--- config.mk ---
export PLATFORM = sky130hd
export DESIGN_NAME = call_ret_sequencer
export DESIGN_NICKNAME = d
export VERILOG_FILES = /design/src/rtl/call_ret_sequencer.sv
export SDC_FILE = /design/constraint.sdc
export NUM_CORES = 1
export LEC_CHECK = 0
export ABC_CLOCK_PERIOD_IN_PS = 3670
export BUFFER_PORTS_ARGS = -buffer_cell sky130_fd_sc_hd__buf_2
export CAP_MARGIN = 20
export CORE_UTILIZATION = 51
export DETAILED_ROUTE_END_ITERATION = 16
export GPL_TIMING_DRIVEN = 1
export PLACE_DENSITY = 0.88
export RECOVER_POWER = 100
export SYNTH_ARGS = -nofsm -noshare
export SYNTH_HDL_FRONTEND = slang
export SYNTH_SLANG_ARGS = --single-unit
--- constraint.sdc ---
create_clock -name clk -period 3.67 [get_ports clk]
set_input_delay 0.367 -clock clk [delete_from_list [all_inputs] [get_ports clk]]
set_output_delay 0.367 -clock clk [all_outputs]
set_load 0.01 [all_outputs]
--- src/rtl/call_ret_sequencer.sv ---
// CALL/RET/GOTO control-flow sequencer driving a 2-level return stack and PC load/flush strobes.
// Optional sticky overflow/underflow flags are enabled with `define STK_GUARD_EN.
`ifndef PC_WIDTH
`define PC_WIDTH 12
`endif
`ifndef STK_PUSH
`define STK_PUSH 2'b01
`endif
`ifndef STK_POP
`define STK_POP 2'b10
`endif

module call_ret_sequencer #(
   parameter int unsigned FLUSH_CYCLES = 1
) (
   input  logic                 clk,
   input  logic                 rstN,
   input  logic                 reqValid,
   input  logic [1:0]           reqOp,
   input  logic [`PC_WIDTH-1:0] reqTarget,
   input  logic [`PC_WIDTH-1:0] pcIn,
   output logic                 reqReady,
   input  logic [`PC_WIDTH-1:0] stkTopIn,
   output logic [1:0]           stkCmdOut,
   output logic [`PC_WIDTH-1:0] stkDataOut,
   output logic                 pcLoadOut,
   output logic [`PC_WIDTH-1:0] pcTargetOut,
   output logic                 flushOut,
   output logic [1:0]           depthOut,
   output logic                 ovfOut,
   output logic                 unfOut
);

   localparam int unsigned W = `PC_WIDTH;
   localparam logic [1:0] OP_CALL = 2'b01;
   localparam logic [1:0] OP_RET  = 2'b10;
   localparam logic [1:0] OP_GOTO = 2'b11;
   localparam logic [1:0] STK_NOP = 2'b00;
   localparam logic [1:0] DEPTH_MAX = 2'd2;

   typedef enum logic [2:0] {
      S_IDLE  = 3'd0,
      S_PUSH  = 3'd1,
      S_LOAD  = 3'd2,
      S_POP   = 3'd3,
      S_FLUSH = 3'd4
   } state_e;

   state_e         state_q, state_d;
   logic [W-1:0]   target_q, target_d;
   logic [W-1:0]   ret_q, ret_d;
   logic [1:0]     flush_cnt_q, flush_cnt_d;
   logic [1:0]     depth_q, depth_d;

   // State and datapath registers
   always_ff @(posedge clk or negedge rstN) begin
      if (!rstN) begin
         state_q     <= S_IDLE;
         target_q    <= '0;
         ret_q       <= '0;
         flush_cnt_q <= '0;
         depth_q     <= '0;
      end else begin
         state_q     <= state_d;
         target_q    <= target_d;
         ret_q       <= ret_d;
         flush_cnt_q <= flush_cnt_d;
         depth_q     <= depth_d;
      end
   end

   // Next-state and latch/depth update
   always_comb begin
      state_d     = state_q;
      target_d    = target_q;
      ret_d       = ret_q;
      flush_cnt_d = flush_cnt_q;
      depth_d     = depth_q;
      case (state_q)
         S_IDLE: begin
            if (reqValid) begin
               case (reqOp)
                  OP_CALL: begin
                     target_d = reqTarget;
                     ret_d    = pcIn + W'(1);
                     state_d  = S_PUSH;
                  end
                  OP_GOTO: begin
                     target_d = reqTarget;
                     state_d  = S_LOAD;
                  end
                  OP_RET:  state_d = S_POP;
                  default: state_d = S_IDLE;
               endcase
            end
         end
         S_PUSH: begin
            depth_d = (depth_q == DEPTH_MAX) ? DEPTH_MAX : depth_q + 2'd1;
            state_d = S_LOAD;
         end
         S_LOAD: begin
            flush_cnt_d = '0;
            state_d     = S_FLUSH;
         end
         S_POP: begin
            depth_d     = (depth_q == 2'd0) ? 2'd0 : depth_q - 2'd1;
            flush_cnt_d = '0;
            state_d     = S_FLUSH;
         end
         S_FLUSH: begin
            if (flush_cnt_q == 2'(FLUSH_CYCLES - 1)) begin
               state_d = S_IDLE;
            end else begin
               flush_cnt_d = flush_cnt_q + 2'd1;
            end
         end
         default: state_d = S_IDLE;
      endcase
   end

   // Moore output decode; POP forwards the live top-of-stack
   always_comb begin
      reqReady    = 1'b0;
      stkCmdOut   = STK_NOP;
      stkDataOut  = ret_q;
      pcLoadOut   = 1'b0;
      pcTargetOut = target_q;
      flushOut    = 1'b0;
      case (state_q)
         S_IDLE:  reqReady = 1'b1;
         S_PUSH:  stkCmdOut = `STK_PUSH;
         S_LOAD:  pcLoadOut = 1'b1;
         S_POP: begin
            stkCmdOut   = `STK_POP;
            pcLoadOut   = 1'b1;
            pcTargetOut = stkTopIn;
         end
         S_FLUSH: flushOut = 1'b1;
         default: reqReady = 1'b0;
      endcase
   end

   assign depthOut = depth_q;

`ifdef STK_GUARD_EN
   logic ovf_q, unf_q;

   // Sticky guard flags, cleared only by reset
   always_ff @(posedge clk or negedge rstN) begin
      if (!rstN) begin
         ovf_q <= 1'b0;
         unf_q <= 1'b0;
      end else begin
         if (state_q == S_PUSH && depth_q == DEPTH_MAX) ovf_q <= 1'b1;
         if (state_q == S_POP && depth_q == 2'd0)       unf_q <= 1'b1;
      end
   end

   assign ovfOut = ovf_q;
   assign unfOut = unf_q;
`else
   assign ovfOut = 1'b0;
   assign unfOut = 1'b0;
`endif

endmodule

==> metrics.cfg <==
[power]
powerDensity_nw_per_um2=632
power_mw=1.36
power_switching_mw=0.477
switching_share_pct=35.1
comb_power_share_pct=37.2
p_clk_share_pct=20.2
cellInternalPower_mw=0.883
power_frac_seq_pct=42.6
peakVddDrop_mv=0.452
power_leakage_nw=0.968

[drt]
drc=0
vias=1423
vias_per_cell=5.19
drt_pre_antenna_iters=4
routed_wirelength_um=3430
drtAntennaViolNets=0
drt-initial-drc-count=30
wl_per_cell_um=12.5

[die]
die_h_um=60.6
num_io_pins=74
die_area_um2=3680
initial_core_util_pct=55.6
die_w_um=60.6
coreArea_um2=3150
num_rows=20

[sta]
slew_violations=32
period_share_pct=63.5
final_hold_viol_count=0
hold-worst-slack_ns=0.244
clock.fmax_ghz=0.429
period_minus_slack_ns=2.33
fin_worst_skew_ns=0.00777
finalSetupViolCount=0
rsz0062_at_grt=false
fin_tns_setup_ns=0
layout_setup_ws_ns=1.34
worst_pin_slew_ns=1.56
relSlewSlack_pct=-3.88

[worst_setup_path]
crit_family=flip-flops
r2r_cells=3
crit_path_max_fanout=13
critPathLaunch=state_q[1]
crit_required_ns=3.30
r2r-start=state_q[1]
max_stage_delay_ns=0.57
path_cells=nand3b_1 > mux2_2 > clkbuf_1
crit_path_start_kind=flip-flop
path_depth=3
cp-end-kind=output port
cp_slowest_cell=dfrtp_1
cp.arrival_ns=1.96
crit_buf_inv=1
critical_path_class=reg2out

[clocking]
clock_path_buffers=2
cts_resized=0
clkLatencyLatePin_ns=0.33
cts_setup_buffers=0
cts_hold_buf=0
clkTransAtPathRegs_ns=0.10
cts-root-buf=clkbuf_4
cts_htree_levels=2
cts_buffers=5
cts_tree=yes
clock_sinks=31

[cells_and_area]
stdcell_count=274
diodes=0
fin_util_pct=68.3
layout.nets=279
drive_gt1_share_pct=29.6
syn2layout_area_growth_pct=22.8
fin_area_um2=2150

[yosys]
yosysSeqAreaShare_pct=44.3
yosys.area_share.simple_pct=12.1
muxShareOfSynthArea_pct=17.8
synthCells=158
avgSynthCellArea_um2=11.1
syn-cell-area_um2=1750
synth_fa_ha_area_share_pct=6.42
synth_compound_area_share_pct=11.6
synth-seq-cells=31
synth_xor_area_share_pct=1.50
synth_top_family_by_area=multiplexers
yosysUniqueCellTypes=36
yosys_warnings=0

[placement]
portBuffers=71
routabilityCongestion=0.795
dp_hpwl_um=2640
placed_area_um2=2110
post-place-cells=266
post-place-ws_ns=1.50

[global_routing]
grt-ovfl-total=0
met1_usage_pct=22.7
grt_usage_pct=20.0
antenna_found_initial=0
grt_max_degree=32
grt_pass1_vias=1228
use_met2_pct=35.6
met3_usage_pct=7.46
grt_pass1_wl_um=5310
busiest_layer=met2

[worst_hold_path]
min_from=reqTarget[7]
hold_depth=2
hp-class=in2reg

[status]
violations=max-capacitance violations, max-slew violations
status=finished with violations

[flow_run]
cap_violations=1

-- final cells by class --
type | count | area [µm²]
clock buffers | 6 | 51.3
fillers | 291 | 1000
clock inverters | 2 | 35.0
repair buffers | 71 | 314
well taps | 44 | 55.1
flip-flops and latches | 31 | 776
multi-input cells | 107 | 872
inverters | 13 | 48.8
-- registers in the layout, summed over array words and instances, names as in the netlist --
register and cells:
depthOut 2, flush_cnt_q 2, stkDataOut 12, state_q 3, target_q 12
-- Yosys cell counts --
library cell / instances / area share, %
inv_1: 13 / 2.8
nor4b_4: 1 / 1.4
o311a_2: 1 / 0.64
conb_1: 1 / 0.21
o21a_2: 1 / 0.50
o31ai_1: 4 / 1.7
nand3b_1: 2 / 0.86
or4b_1: 1 / 0.57
nand2b_1: 2 / 0.71
a2bb2oi_2: 1 / 0.86
and2_1: 2 / 0.71
ha_1: 9 / 6.4
or3_1: 1 / 0.36
buf_4: 3 / 1.3
xnor2_1: 2 / 1.0
clkbuf_1: 1 / 0.21
xor2_1: 1 / 0.50
buf_6: 2 / 1.3
a21oi_1: 12 / 3.4
a31oi_1: 7 / 2.5
mux2_2: 15 / 9.6
or4_1: 3 / 1.3
buf_2: 2 / 0.57
o21ai_0: 7 / 2.0
dfrtp_1: 31 / 44
nor2_1: 1 / 0.21
or3_2: 2 / 0.86
nor3b_1: 1 / 0.43
mux2_1: 10 / 6.4
nand4_1: 2 / 0.71
nand2_1: 5 / 1.1
nand3_2: 1 / 0.57
or2_2: 1 / 0.36
nor3_1: 2 / 0.57
mux2i_1: 3 / 1.7
nand3_1: 5 / 1.4
-- placed cells by master, fill, tap and decap left out, types with 2 or more instances in the layout --
cell      Yosys  layout
ha_1          9       9
mux2i_1       3       3
xnor2_1       2       2
conb_1        1       2
mux2_2       15      15
nand3b_1      2       2
nand4_1       2       2
inv_1        13      13
clkbuf_1      1      33
nand3_1       5       5
or4_1         3       3
a31oi_1       7       7
clkbuf_4      0       5
mux2_1       10      10
or3_2         2       2
nor3_1        2       2
o21ai_0       7       7
buf_2         2      38
dfrtp_1      31      31
a21oi_1      12      12
o31ai_1       4       4
nand2_1       5       5
nand2b_1      2       2
-- worst reg2reg max path, stage by stage (launching register included) --
cell,delay (ns)
dfrtp_1,0.51
nor4b_4,0.67
and2_0,0.63
mux2_2,0.41
-- cell families after synthesis --
kind of cell	after synthesis
fa+ha+maj	9
mux	28
simple gates	32
flops	31
xor+xnor	3
buf+inv	21
compound gates	33
other cells	1
-- power by group through the flow --
stage / Combinational, mW / Sequential, mW / Clock (mW)
2_1_floorplan: 0.318 / 0.592 / 0
3_3_place_gp: 0.532 / 0.580 / 0
3_5_place_dp: 0.551 / 0.582 / 0
4_1_cts: 0.552 / 0.579 / 0.282
5_1_grt: 0.565 / 0.597 / 0.299
6_report: 0.506 / 0.580 / 0.275
-- metal layers --
layer  wire [µm]  share of wire [%]  vias up
met5           0                  0        -
met4          38                1.1        0
met3         311                9.1        4
met2        1650                 48       69
met1        1430                 42      646
li1            -                  -      704
-- path summary, 6_finish.rpt --
check	end	slack (ns)
max	pcTargetOut[8]	1.34
min	target_q[7]	0.24
max reg2reg	stkDataOut[1]	1.34
min reg2reg	target_q[3]	0.49
max in group asynchronous	stkDataOut[0]	2.35
min in group asynchronous	target_q[0]	0.41
(Power assumes the default switching activity.)
